[src/rtl/immediate_formatter.sv]
// Formats a captured 32-bit value as hex ASCII characters on a valid/ready stream,
// optionally dropping leading zeros, followed by a terminator character.
module immediate_formatter #(
  parameter bit         UPPERCASE      = 1'b1,
  parameter bit         SUPPRESS_ZEROS = 1'b1,
  parameter logic [7:0] TERMINATOR     = 8'h27
) (
  input  logic        clk_in,
  input  logic        rst_n_in,
  input  logic        trigger_in,
  input  logic [31:0] immediate_in,
  input  logic        ready_in,
  output logic [7:0]  ascii_out,
  output logic        ascii_valid,
  output logic        busy_flag,
  output logic        done_flag
);

  typedef enum logic [1:0] {IDLE, EMIT, TERM, DONE} state_t;

  state_t      state_q;
  logic [31:0] shift_q;
  logic [3:0]  cnt_q;
  logic [7:0]  ascii_q;
  logic        valid_q;
  logic        busy_q;
  logic        done_q;

  logic [3:0]  digits_d;
  logic [3:0]  lead_d;
  logic [31:0] aligned_d;
  logic [31:0] shift_d;

  function automatic logic [7:0] hex_char(input logic [3:0] nib);
    logic [7:0] base;
    base = UPPERCASE ? 8'h41 : 8'h61;
    if (nib < 4'd10) hex_char = 8'h30 + {4'h0, nib};
    else             hex_char = base + {4'h0, nib} - 8'd10;
  endfunction

  // Highest non-zero nibble sets the width; a zero value still yields one digit.
  function automatic logic [3:0] digit_count(input logic [31:0] v);
    digit_count = 4'd1;
    if (!SUPPRESS_ZEROS) begin
      digit_count = 4'd8;
    end else begin
      for (int i = 1; i < 8; i++) begin
        if (v[4*i +: 4] != 4'h0) digit_count = 4'(i + 1);
      end
    end
  endfunction

  always_comb begin
    digits_d  = digit_count(immediate_in);
    lead_d    = 4'd8 - digits_d;
    aligned_d = immediate_in << {lead_d, 2'b00};
    shift_d   = {shift_q[27:0], 4'h0};
  end

  always_ff @(posedge clk_in) begin
    if (!rst_n_in) begin
      state_q <= IDLE;
      shift_q <= 32'h0;
      cnt_q   <= 4'd0;
      ascii_q <= 8'h00;
      valid_q <= 1'b0;
      busy_q  <= 1'b0;
      done_q  <= 1'b0;
    end else begin
      case (state_q)
        IDLE: begin
          ascii_q <= 8'h00;
          valid_q <= 1'b0;
          busy_q  <= 1'b0;
          done_q  <= 1'b0;
          if (trigger_in) begin
            shift_q <= aligned_d;
            cnt_q   <= digits_d;
            ascii_q <= hex_char(aligned_d[31:28]);
            valid_q <= 1'b1;
            busy_q  <= 1'b1;
            state_q <= EMIT;
          end
        end
        EMIT: begin
          if (ready_in) begin
            shift_q <= shift_d;
            cnt_q   <= cnt_q - 4'd1;
            // Output is registered, so present the character that follows this transfer.
            if (cnt_q == 4'd1) begin
              ascii_q <= TERMINATOR;
              state_q <= TERM;
            end else begin
              ascii_q <= hex_char(shift_q[27:24]);
            end
          end
        end
        TERM: begin
          if (ready_in) begin
            ascii_q <= 8'h00;
            valid_q <= 1'b0;
            done_q  <= 1'b1;
            state_q <= DONE;
          end
        end
        default: begin
          done_q  <= 1'b0;
          busy_q  <= 1'b0;
          state_q <= IDLE;
        end
      endcase
    end
  end

  assign ascii_out   = ascii_q;
  assign ascii_valid = valid_q;
  assign busy_flag   = busy_q;
  assign done_flag   = done_q;

endmodule

[config.mk]
export PLATFORM = sky130hd
export DESIGN_NAME = immediate_formatter
export DESIGN_NICKNAME = d
export VERILOG_FILES = /design/src/rtl/immediate_formatter.sv
export SDC_FILE = /design/constraint.sdc
export NUM_CORES = 1
export LEC_CHECK = 0
export BUFFER_PORTS_ARGS = -buffer_cell sky130_fd_sc_hd__buf_4
export CAP_MARGIN = 10
export CORE_MARGIN = 1.5
export CORE_UTILIZATION = 49
export CTS_CLUSTER_DIAMETER = 150
export CTS_CLUSTER_SIZE = 24
export DETAILED_ROUTE_END_ITERATION = 10
export PLACE_DENSITY = 0.8
export SLEW_MARGIN = 0
export SYNTH_ARGS = -nofsm -noshare
export SYNTH_HDL_FRONTEND = slang
export SYNTH_SLANG_ARGS = --single-unit
[constraint.sdc]
create_clock -name clk_in -period 4.35 [get_ports clk_in]
set_input_delay 0.435 -clock clk_in [delete_from_list [all_inputs] [get_ports clk_in]]
set_output_delay 0.435 -clock clk_in [all_outputs]
set_load 0.01 [all_outputs]
==> impl_results.md <==
- Status: completed
- Synth-to-Final Area Change: 16.4%
- Mean area per synthesized cell: just over 8 um2
- Synth Flop Type: dfxtp_1
- Minimum clock period: about 3.5 ns
- Rel. slew slack: a little over two fifths
- Top routing layer used: met4
- Max incr delay on CP: roughly 0.65 ns
- Detailed-router iteration count before antenna repair: 5
- Max-slew violation count: 0
- Vias: ~3.2k
- Fmax: 285 MHz
- Net Sw Frac: 42.8%
- # nets final: about 460
- Mux cell area share after synthesis: 13.1%
- PD cells: between 500 and 600 mW/mm2
- RSZ-0062 raised after global routing: false
- Sequential share of power: about a third
- Share of cells above drive strength 1: between 10% and 20%
- DR iter-0 viols: ~270
- H-tree depth: 2
- Syn_nets: between 400 and 500
- Worst Setup End Kind: register
- DRC viols: 0
- Synth Register Bits: between 40 and 50
- DR WL/cell: 17.4 um
- Root Driver: clkbuf_8
- Worst Setup SP: immediate_in[21]
- Gpl congestion: between 0.9 and 1
- # rows: 28
- Ant. Diodes: 0
- Post-synth EDFFs: 0
- Internal power: between 0.001 and 0.0015 W
- Min-delay src: immediate_in[1]
- DP HPWL: roughly 6.4 mm
- Slowest cell on crit path: a2111oi_0
- Top cell type by total area after synthesis: dfxtp_1
- Sequential area share after synthesis: between 20 and 30%
- Die Y: about 83 um
- CP Class: in2reg
- TNS Setup: 0 ns
- Clock Power Share: 15.1%
- Synth top area cells: dfxtp_1, mux4_2, mux2i_1, o21ai_0, nand2_1
- CP Cell Sequence: buf_4 -> nor4_1 -> o211ai_1 -> a21oi_2 -> inv_2 -> ha_1 -> inv_1 -> a2111oi_0 -> a211oi_1 -> a221oi_4 -> nor3b_1 -> a221o_1
- Simple-Gate Fraction of Synth Area: 21.8%
- First-pass GRT wire length: about 14 mm
- Clk_lat worst skew: roughly 0.29 ns
- Clk_skew: slightly above 0.009 ns
- Residual antenna-violating net count after detailed routing: 0
- Crit path max fanout: 5
- Largest family of logic cells by synthesized area: compound AO/OA/AOI/OAI gates
- Leakage power: ~1.4 nW
- Synth top area share: 28.3%
- Most frequent cell after synthesis: dfxtp_1
- Global route overflow: 0
- CTS tree: built
- Setup violations, final: 0
- Worst EP arrival: approximately 3.7 ns
- Complex-gate fraction of the synthesized area: between 20 and 30%
- Hold Buf Count CTS: 0
- Worst r2r src: state_q[1]$_SDFFE_PN0P_
- Number of global-route vias before repair: 2870
- Library cells used by synthesis: between 50 and 60
- Initial Util: between 50 and 60%
- Die ar.: 0.00685 mm2
- Comb power frac: 51.7%
- Synth Area in XOR/XNOR: less than 1%
- Sinks on Clock Net: 44
- Final Cycle Share: between 80% and 90%
- IO buf count: 45
- Crit path launch type: input port
- Post-Synthesis Cell Area: 0.00312 mm2
- M1 WL: ~3.8 mm
- Worst slew pin tran: between 0.8 and 0.9 ns
- DR WL met2: 3.92 mm
- Cts bufs inserted: 5
- Worst min path class: in2reg
- Post-CTS setup buffers: 0
- Chip width: slightly above 80 um
- Post-placement cell count: between 400 and 500
- Post-Synth Adder-Cell Area: ~3.2%
- Maxcap violations: 0
- Fill count: 545
- Most frequent cells after synthesis: dfxtp_1, nand2_1, nor2_1, o21ai_0, clkbuf_1
- Largest net degree at the start of global routing: 47
- Initial antenna violation count: 0
- Total track usage: between 20% and 30%
- Clock Tree Buf Depth: 2
- PostCTS Resize Cnt: 0
- Worst vdd ir: roughly 0.45 mV
- Final non-filler cell total: 491
- Worst EP required: between 4 and 5 ns
- WL met3: roughly 760 um
- Core Area: 0.00603 mm2
- Final Hold Violating Endpoints: 0
- Drt total wl: about 8.5 mm
- Synth async-reset ratio: 0%
- Clk slew on worst S/H paths: approximately 0.090 ns
- YS warnings: 0
- Net switching power: roughly 0.0009 W
- # IOs: 47
- Synth Instances: 380
- Vias per Instance: 6.48
## power groups by stage
stage	Clock [W]	Sequential, W	Combinational [W]
after CTS	0.000313	0.000678	0.00104
after detailed placement	0	0.000687	0.00104
after global routing	0.000327	0.000703	0.00119
after global placement	0	0.000680	0.00103
after floorplan	0	0.000674	0.000761
final	0.000308	0.000680	0.00106
## through the flow
step	setup slack [ns]	hold WS, ns	util [%]	instance area, um2	power [W]
global route	0.531	0.468	60.2	3630	0.00222
floorplan	0.544	0.443	-	3120	0.00143
finish	0.841	0.453	60.2	3630	0.00205
global placement	0.783	0.453	58.4	3520	0.00171
CTS	0.965	0.451	60.2	3630	0.00204
detailed placement	0.674	0.455	58.4	3520	0.00173
## state kept, by name (all words and copies together), names as in the netlist
| register | cells |
|---|---|
| ascii_out | 7 |
| ascii_valid | 1 |
| busy_flag | 1 |
| cnt_q | 4 |
| done_flag | 1 |
| shift_q | 28 |
| state_q | 2 |
## area by class of cell
type	instances	area, um2	share of cell area [%]
clock buffer	6	72.6	2.00
sequential	44	881	24.3
clock inverter	2	35.0	0.966
tap	75	93.8	2.59
timing repair buffer	55	413	11.4
inverter	11	41.3	1.14
multi-input combinational	298	2090	57.7
## routing by layer
metal	vias up	global-route usage [%]
li1	1515	-
met1	1494	36.9
met2	164	43.7
met3	9	5.03
met4	0	6.83
met5	-	0
## critical path, delay by kind of cell
family | cells | cell delay (ns)
AO/OA/AOI/OAI | 6 | 2.06
adder cells (fa/ha/maj) | 1 | 0.29
buffers and inverters | 3 | 0.24
AND/OR/NAND/NOR | 2 | 0.68
## cells in the final DEF (no fill, tap or decap), drive strengths merged, types with 6 or more instances in the layout
cell type  count
mux4           9
nand3          6
o22ai          8
ha             8
nand2         38
nor2b          8
a21oi         16
inv           10
clkbuf         6
a221oi        13
nor3b         16
and2           6
a22oi          6
nor2          32
a211oi         8
nor4           7
mux2i         16
a221o          9
o21ai         32
dfxtp         44
buf           55
nor3           6
## final timing paths
check,to,slack (ns),cells after the start
max,ascii_out[0]$_SDFFE_PN0P_,0.84,12
min,shift_q[1]$_SDFFE_PN0P_,0.45,3
max reg2reg,shift_q[24]$_SDFFE_PN0P_,1.75,6
min reg2reg,shift_q[16]$_SDFFE_PN0P_,0.47,2
## logic make-up after synthesis
logic type | Yosys count
multiplexers | 29
other | 1
AND/OR/NAND/NOR | 135
XOR/XNOR | 3
buffers and inverters | 38
flip-flops | 44
AO/OA/AOI/OAI | 122
adder cells (fa/ha/maj) | 8
(Power assumes the default switching activity.)
